File: config.mk
export PLATFORM = sky130hd
export DESIGN_NAME = fetch_unit
export DESIGN_NICKNAME = d
export VERILOG_FILES = /design/src/rtl/fetch_unit.sv
export SDC_FILE = /design/constraint.sdc
export NUM_CORES = 1
export LEC_CHECK = 0
export CAP_MARGIN = 20
export CORE_MARGIN = 8
export CORE_UTILIZATION = 45
export DETAILED_ROUTE_END_ITERATION = 10
export PLACE_DENSITY = 0.86
export SYNTH_ARGS = -nofsm -noshare
export SYNTH_HDL_FRONTEND = slang
export SYNTH_SLANG_ARGS = --single-unit
export TNS_END_PERCENT = 100
File: constraint.sdc
create_clock -name clk -period 3.05 [get_ports clk]
set_input_delay 0.4575 -clock clk [delete_from_list [all_inputs] [get_ports clk]]
set_output_delay 0.4575 -clock clk [all_outputs]
set_load 0.02 [all_outputs]
File: src/rtl/fetch_unit.sv
`default_nettype none
// +--------------------------------------------------------------------------+
// | fetch_unit: PC owner, single-outstanding imem handshake, instruction     |
// | register feeding control. Optional watchdog: FETCH_TIMEOUT_EN.           |
// | Revision: 1.0                                                            |
// +--------------------------------------------------------------------------+
module fetch_unit #(
  parameter int ADDR_WIDTH           = 16,
  parameter int INST_WIDTH           = 16,
  parameter int OP_CODE_WIDTH        = 4,
  parameter int FUNCTION_CODE_WIDTH  = 4,
  parameter int BRANCH_CONTROL_WIDTH = 2,
  parameter int PC_STEP              = 2,
  parameter int RESET_PC             = 0,
  parameter int TIMEOUT_CYCLES       = 16
) (
  input  logic                            clk,
  input  logic                            rst,
  output logic                            imem_req,
  output logic [ADDR_WIDTH-1:0]           imem_addr,
  input  logic                            imem_ack,
  input  logic [INST_WIDTH-1:0]           imem_rdata,
  input  logic                            imem_err,
  output logic                            inst_valid,
  output logic [INST_WIDTH-1:0]           inst,
  output logic [OP_CODE_WIDTH-1:0]        op_code,
  output logic [FUNCTION_CODE_WIDTH-1:0]  func_code,
  output logic [ADDR_WIDTH-1:0]           inst_pc,
  input  logic                            inst_ready,
  input  logic                            jump,
  input  logic [ADDR_WIDTH-1:0]           jump_target,
  input  logic [BRANCH_CONTROL_WIDTH-1:0] branch_control,
  input  logic                            cmp_eq,
  input  logic                            cmp_gt,
  input  logic                            cmp_lt,
  input  logic [ADDR_WIDTH-1:0]           branch_offset,
  input  logic                            halt,
  output logic                            exc_inst_memory,
  output logic                            halted
);

  typedef enum logic [1:0] {
    ST_REQ    = 2'd0,
    ST_HOLD   = 2'd1,
    ST_HALTED = 2'd2
  } state_t;

  localparam logic [ADDR_WIDTH-1:0] STEP   = ADDR_WIDTH'(PC_STEP);
  localparam logic [ADDR_WIDTH-1:0] RST_PC = ADDR_WIDTH'(RESET_PC);

  localparam logic [BRANCH_CONTROL_WIDTH-1:0] BC_EQ = BRANCH_CONTROL_WIDTH'(1);
  localparam logic [BRANCH_CONTROL_WIDTH-1:0] BC_GT = BRANCH_CONTROL_WIDTH'(2);
  localparam logic [BRANCH_CONTROL_WIDTH-1:0] BC_LT = BRANCH_CONTROL_WIDTH'(3);

  state_t                  state_q, state_d;
  logic [ADDR_WIDTH-1:0]   pc_q, pc_d;
  logic [INST_WIDTH-1:0]   inst_q, inst_d;
  logic [ADDR_WIDTH-1:0]   inst_pc_q, inst_pc_d;
  logic                    inst_valid_q, inst_valid_d;
  logic                    exc_q, exc_d;

`ifdef FETCH_TIMEOUT_EN
  localparam int TMO_W = (TIMEOUT_CYCLES > 1) ? $clog2(TIMEOUT_CYCLES) : 1;
  localparam logic [TMO_W-1:0] TMO_LAST = TMO_W'(TIMEOUT_CYCLES - 1);
  logic [TMO_W-1:0] tmo_q, tmo_d;
`endif

  logic                  pc_aligned;
  logic                  req;
  logic                  xfer;
  logic                  br_taken;
  logic [ADDR_WIDTH-1:0] seq_pc;
  logic [ADDR_WIDTH-1:0] br_pc;

  // Request is masked during reset so a pending transfer is dropped immediately.
  assign pc_aligned = ((pc_q % STEP) == '0);
  assign req        = (state_q == ST_REQ) && pc_aligned && !rst;
  assign xfer       = req && imem_ack;

  assign seq_pc   = inst_pc_q + STEP;
  assign br_pc    = seq_pc + branch_offset;
  assign br_taken = ((branch_control == BC_EQ) && cmp_eq) ||
                    ((branch_control == BC_GT) && cmp_gt) ||
                    ((branch_control == BC_LT) && cmp_lt);

  always_comb begin
    state_d      = state_q;
    pc_d         = pc_q;
    inst_d       = inst_q;
    inst_pc_d    = inst_pc_q;
    inst_valid_d = inst_valid_q;
    exc_d        = exc_q;
`ifdef FETCH_TIMEOUT_EN
    tmo_d        = '0;
`endif
    case (state_q)
      ST_REQ: begin
        if (!pc_aligned) begin
          exc_d        = 1'b1;
          inst_valid_d = 1'b0;
          state_d      = ST_HALTED;
        end else if (xfer) begin
          if (imem_err) begin
            exc_d        = 1'b1;
            inst_valid_d = 1'b0;
            state_d      = ST_HALTED;
          end else begin
            inst_d       = imem_rdata;
            inst_pc_d    = pc_q;
            inst_valid_d = 1'b1;
            state_d      = ST_HOLD;
          end
`ifdef FETCH_TIMEOUT_EN
        end else if (tmo_q == TMO_LAST) begin
          exc_d        = 1'b1;
          inst_valid_d = 1'b0;
          state_d      = ST_HALTED;
        end else begin
          tmo_d = tmo_q + TMO_W'(1);
`endif
        end
      end
      ST_HOLD: begin
        if (inst_ready) begin
          inst_valid_d = 1'b0;
          // Halt outranks jump and leaves pc at the halting instruction.
          if (halt) begin
            state_d = ST_HALTED;
          end else begin
            state_d = ST_REQ;
            if (jump) begin
              pc_d = jump_target;
            end else if (br_taken) begin
              pc_d = br_pc;
            end else begin
              pc_d = seq_pc;
            end
          end
        end
      end
      ST_HALTED: begin
        inst_valid_d = 1'b0;
      end
      default: begin
        inst_valid_d = 1'b0;
        state_d      = ST_HALTED;
      end
    endcase
  end

  always_ff @(posedge clk) begin
    if (rst) begin
      state_q      <= ST_REQ;
      pc_q         <= RST_PC;
      inst_q       <= '0;
      inst_pc_q    <= '0;
      inst_valid_q <= 1'b0;
      exc_q        <= 1'b0;
`ifdef FETCH_TIMEOUT_EN
      tmo_q        <= '0;
`endif
    end else begin
      state_q      <= state_d;
      pc_q         <= pc_d;
      inst_q       <= inst_d;
      inst_pc_q    <= inst_pc_d;
      inst_valid_q <= inst_valid_d;
      exc_q        <= exc_d;
`ifdef FETCH_TIMEOUT_EN
      tmo_q        <= tmo_d;
`endif
    end
  end

  assign imem_req        = req;
  assign imem_addr       = pc_q;
  assign inst_valid      = inst_valid_q;
  assign inst            = inst_q;
  assign op_code         = inst_q[INST_WIDTH-1 -: OP_CODE_WIDTH];
  assign func_code       = inst_q[FUNCTION_CODE_WIDTH-1:0];
  assign inst_pc         = inst_pc_q;
  assign exc_inst_memory = exc_q;
  assign halted          = (state_q == ST_HALTED);

endmodule
`default_nettype wire
==> flow_summary.json <==
{
  "status": "finished, final reports clean",
  "grt_pass1_vias": 3443,
  "holdWs_ns": 0.462,
  "dp_hpwl_um": 8260,
  "fmax_mhz": 348,
  "grt_max_degree": 46,
  "period_needed_ns": 2.87,
  "ys.flop_type": "dfxtp_1",
  "design.core.area_sq_um": 7180,
  "p_int_uw": 1050,
  "num_vias": 3547,
  "cts_tree": "built",
  "cap_violations": 0,
  "end_kind": "flop",
  "drive_above_1_share_pct": 6.28,
  "n_fill_cell": 611,
  "slew_violations": 0,
  "tns_ns": 0,
  "htree_levels": 2,
  "ys_types": 55,
  "area_growth_pct": 41.1,
  "antenna_left": 0,
  "clock-root-buffer": "clkbuf_8",
  "syn_area_sq_um": 3310,
  "seqCellArea_sq_um": 1040,
  "wl_met2_um": 4980,
  "p_comb_share_pct": 26.3,
  "numPortBuffers": 119,
  "gp_congestion": 0.902,
  "grt_pass1_wl_um": 16300,
  "synth_area_leaders": "dfxtp_1 (31%), nand2_1 (10%), a21oi_1 (9.7%)",
  "slew_headroom_pct": 30.8,
  "post-place-ws_ns": 0.0489,
  "critPathMaxFanout": 7,
  "dieArea_sq_um": 10400,
  "cts_buffers": 5,
  "grt_usage_pct": 19.3,
  "syn_avg_cell_area_sq_um": 7.71,
  "switchingPower_uw": 450,
  "rsz0062_at_grt": "no",
  "clkSinkCount": 52,
  "die_h_um": 102,
  "synthArstFlopShare_pct": 0,
  "initial_utilization_pct": 46.2,
  "drt-met1-wl_um": 4580,
  "highest_layer": "met4",
  "ys_warn_count": 0,
  "worstMarginPinSlew_ns": 1.03,
  "synth_nets": 511,
  "ys_seq_elements": 52,
  "finalSetupViolCount": 0,
  "wl_per_cell_um": 16.3,
  "cts_max_path_buffers": 2,
  "grt_overflow": 0,
  "power.share.clock_pct": 25.4,
  "synth_top_cell_by_area": "dfxtp_1",
  "die_w_um": 102,
  "ys_seq_area_share_pct": 31.4,
  "leakagePower_uw": 0.00174,
  "worstPathRequired_ns": 3.26,
  "yosysTopAreaCellShare_pct": 31.4,
  "min_path_type": "flop to flop",
  "fin_skew_ns": 0.00598,
  "dr.pass1.iters": 4,
  "postSynthCellCount": 430,
  "worstSkewPairLatency_ns": 0.30,
  "critPathLaunchType": "flop",
  "clkTransAtPathRegs_ns": 0.10,
  "antenna_found_initial": 0,
  "wirelength_um": 10400,
  "finalHoldViolCount": 0,
  "drt-vias-per-instance": 5.54,
  "postCtsSetupBuffers": 0,
  "wl_met3_um": 746,
  "worst_slack_ns": 0.178,
  "drc_errors": 0,
  "synth_edf_count": 0,
  "arrival_ns": 3.08,
  "antenna_cells": 0,
  "switching_share_pct": 30.0,
  "num_rows": 31,
  "multi_input_area_sq_um": 2080,
  "power.density_nw_per_um2": 321,
  "seqPwrFrac_pct": 48.3,
  "drt_iter0_markers": 196,
  "critPathKind": "flop to flop",
  "nNetsFinal": 622,
  "ir_worst_vdd_v": 0.000285,
  "period_share_pct": 94.2,
  "io_pins": 120
}
==> layout by cell type (no fill, tap or decap), drive strengths merged, types with 11 or more instances in the layout <==
cell type and instances:
clkdlybuf4s50 119, nand2 89, a21oi 64, dfxtp 52, nor2 20, ha 20, o21ai 19, xnor2 15
buf 15, nand3 14, inv 11
==> worst max-delay path, cell delays in order (launching register included) <==
cell and delay [ns]:
dfxtp_1 0.46, and4_1 0.28, nand4_1 0.13, xnor2_1 0.27, ha_1 0.30, buf_4 0.16
a21oi_1 0.20, o21ai_0 0.19, a21oi_1 0.18, o21ai_1 0.12, mux4_2 0.30, and3_1 0.17
==> flip-flops by register name (all words and copies together) (netlist names) <==
register,cells
inst_valid,1
inst,16
imem_addr,16
inst_pc,16
exc_inst_memory,1
state_q,2
==> final timing paths <==
| kind | start | endpoint | slack (ns) | depth (start not counted) |
|---|---|---|---|---|
| setup / recovery | inst_pc[4] | imem_addr[15] | 0.18 | 11 |
| hold / removal | inst[8] | inst[8] | 0.46 | 2 |
| setup reg to reg | inst_pc[4] | imem_addr[15] | 0.18 | 11 |
| hold reg to reg | inst[8] | inst[8] | 0.46 | 2 |
==> kinds of logic (layout without fill, tap and decap cells) <==
family / count (synthesis) / in the layout / synth area share [%]
buffers and inverters: 41 / 152 / 6.30
AO/OA/AOI/OAI: 122 / 122 / 23.0
flip-flops: 52 / 52 / 31.4
AND/OR/NAND/NOR: 167 / 167 / 23.4
XOR/XNOR: 21 / 21 / 5.55
adder cells (fa/ha/maj): 21 / 21 / 8.15
multiplexers: 6 / 6 / 2.19
==> stage by stage <==
step	std cells	instance area, sq um	utilization [%]	total power, uW
finish	640	4680	65.2	1500
global route	640	4680	65.2	1560
CTS	640	4670	65.0	1500
detailed placement	633	4590	63.9	1130
global placement	633	4590	63.9	1130
floorplan	430	3310	-	952
==> routing by layer <==
layer / GRT usage, % / up-vias
met5: 0 / -
met4: 4.63 / 0
met3: 4.16 / 10
met2: 32.9 / 146
met1: 24.1 / 1653
li1: - / 1738
==> power groups by stage <==
stage | Combinational, uW | Sequential [uW] | Clock [uW]
floorplan | 189 | 763 | 0
global route | 426 | 729 | 410
finish | 396 | 725 | 381
global placement | 387 | 739 | 0
detailed placement | 393 | 741 | 0
CTS | 395 | 725 | 385
==> cell usage after synthesis, types with 3 or more instances <==
cell type and n:
nand3_1 14, and4_1 3, mux2i_1 5, a21oi_1 64
o211ai_1 6, clkbuf_1 12, nand2_1 89, o21bai_1 3
dfxtp_1 52, nor2_1 20, or3_1 5, nand2b_1 4
xnor2_1 15, nor3_1 6, nand4_1 7, buf_2 5
ha_1 20, a21o_1 4, xor2_1 6, o21ai_1 4
a211oi_1 3, a221oi_1 4, inv_1 10, buf_4 11
o21ai_0 15, and3_1 5
==> final cells by class <==
class                   count  area share (%)
clock buffers               5            1.47
clock inverters             2           0.268
inverters                  11           0.883
multi-input cells         337            44.6
flip-flops and latches     52            22.3
well taps                  99            2.65
repair buffers            134            27.9
==> repair_timing <==
item                                    CTS  global route
endpoints found under the hold margin     0             0
endpoints found under the setup margin    0             3
hold buffers                              0             0
gates resized for setup                   0             3
No activity file was read; power rests on OpenSTA's default activity.
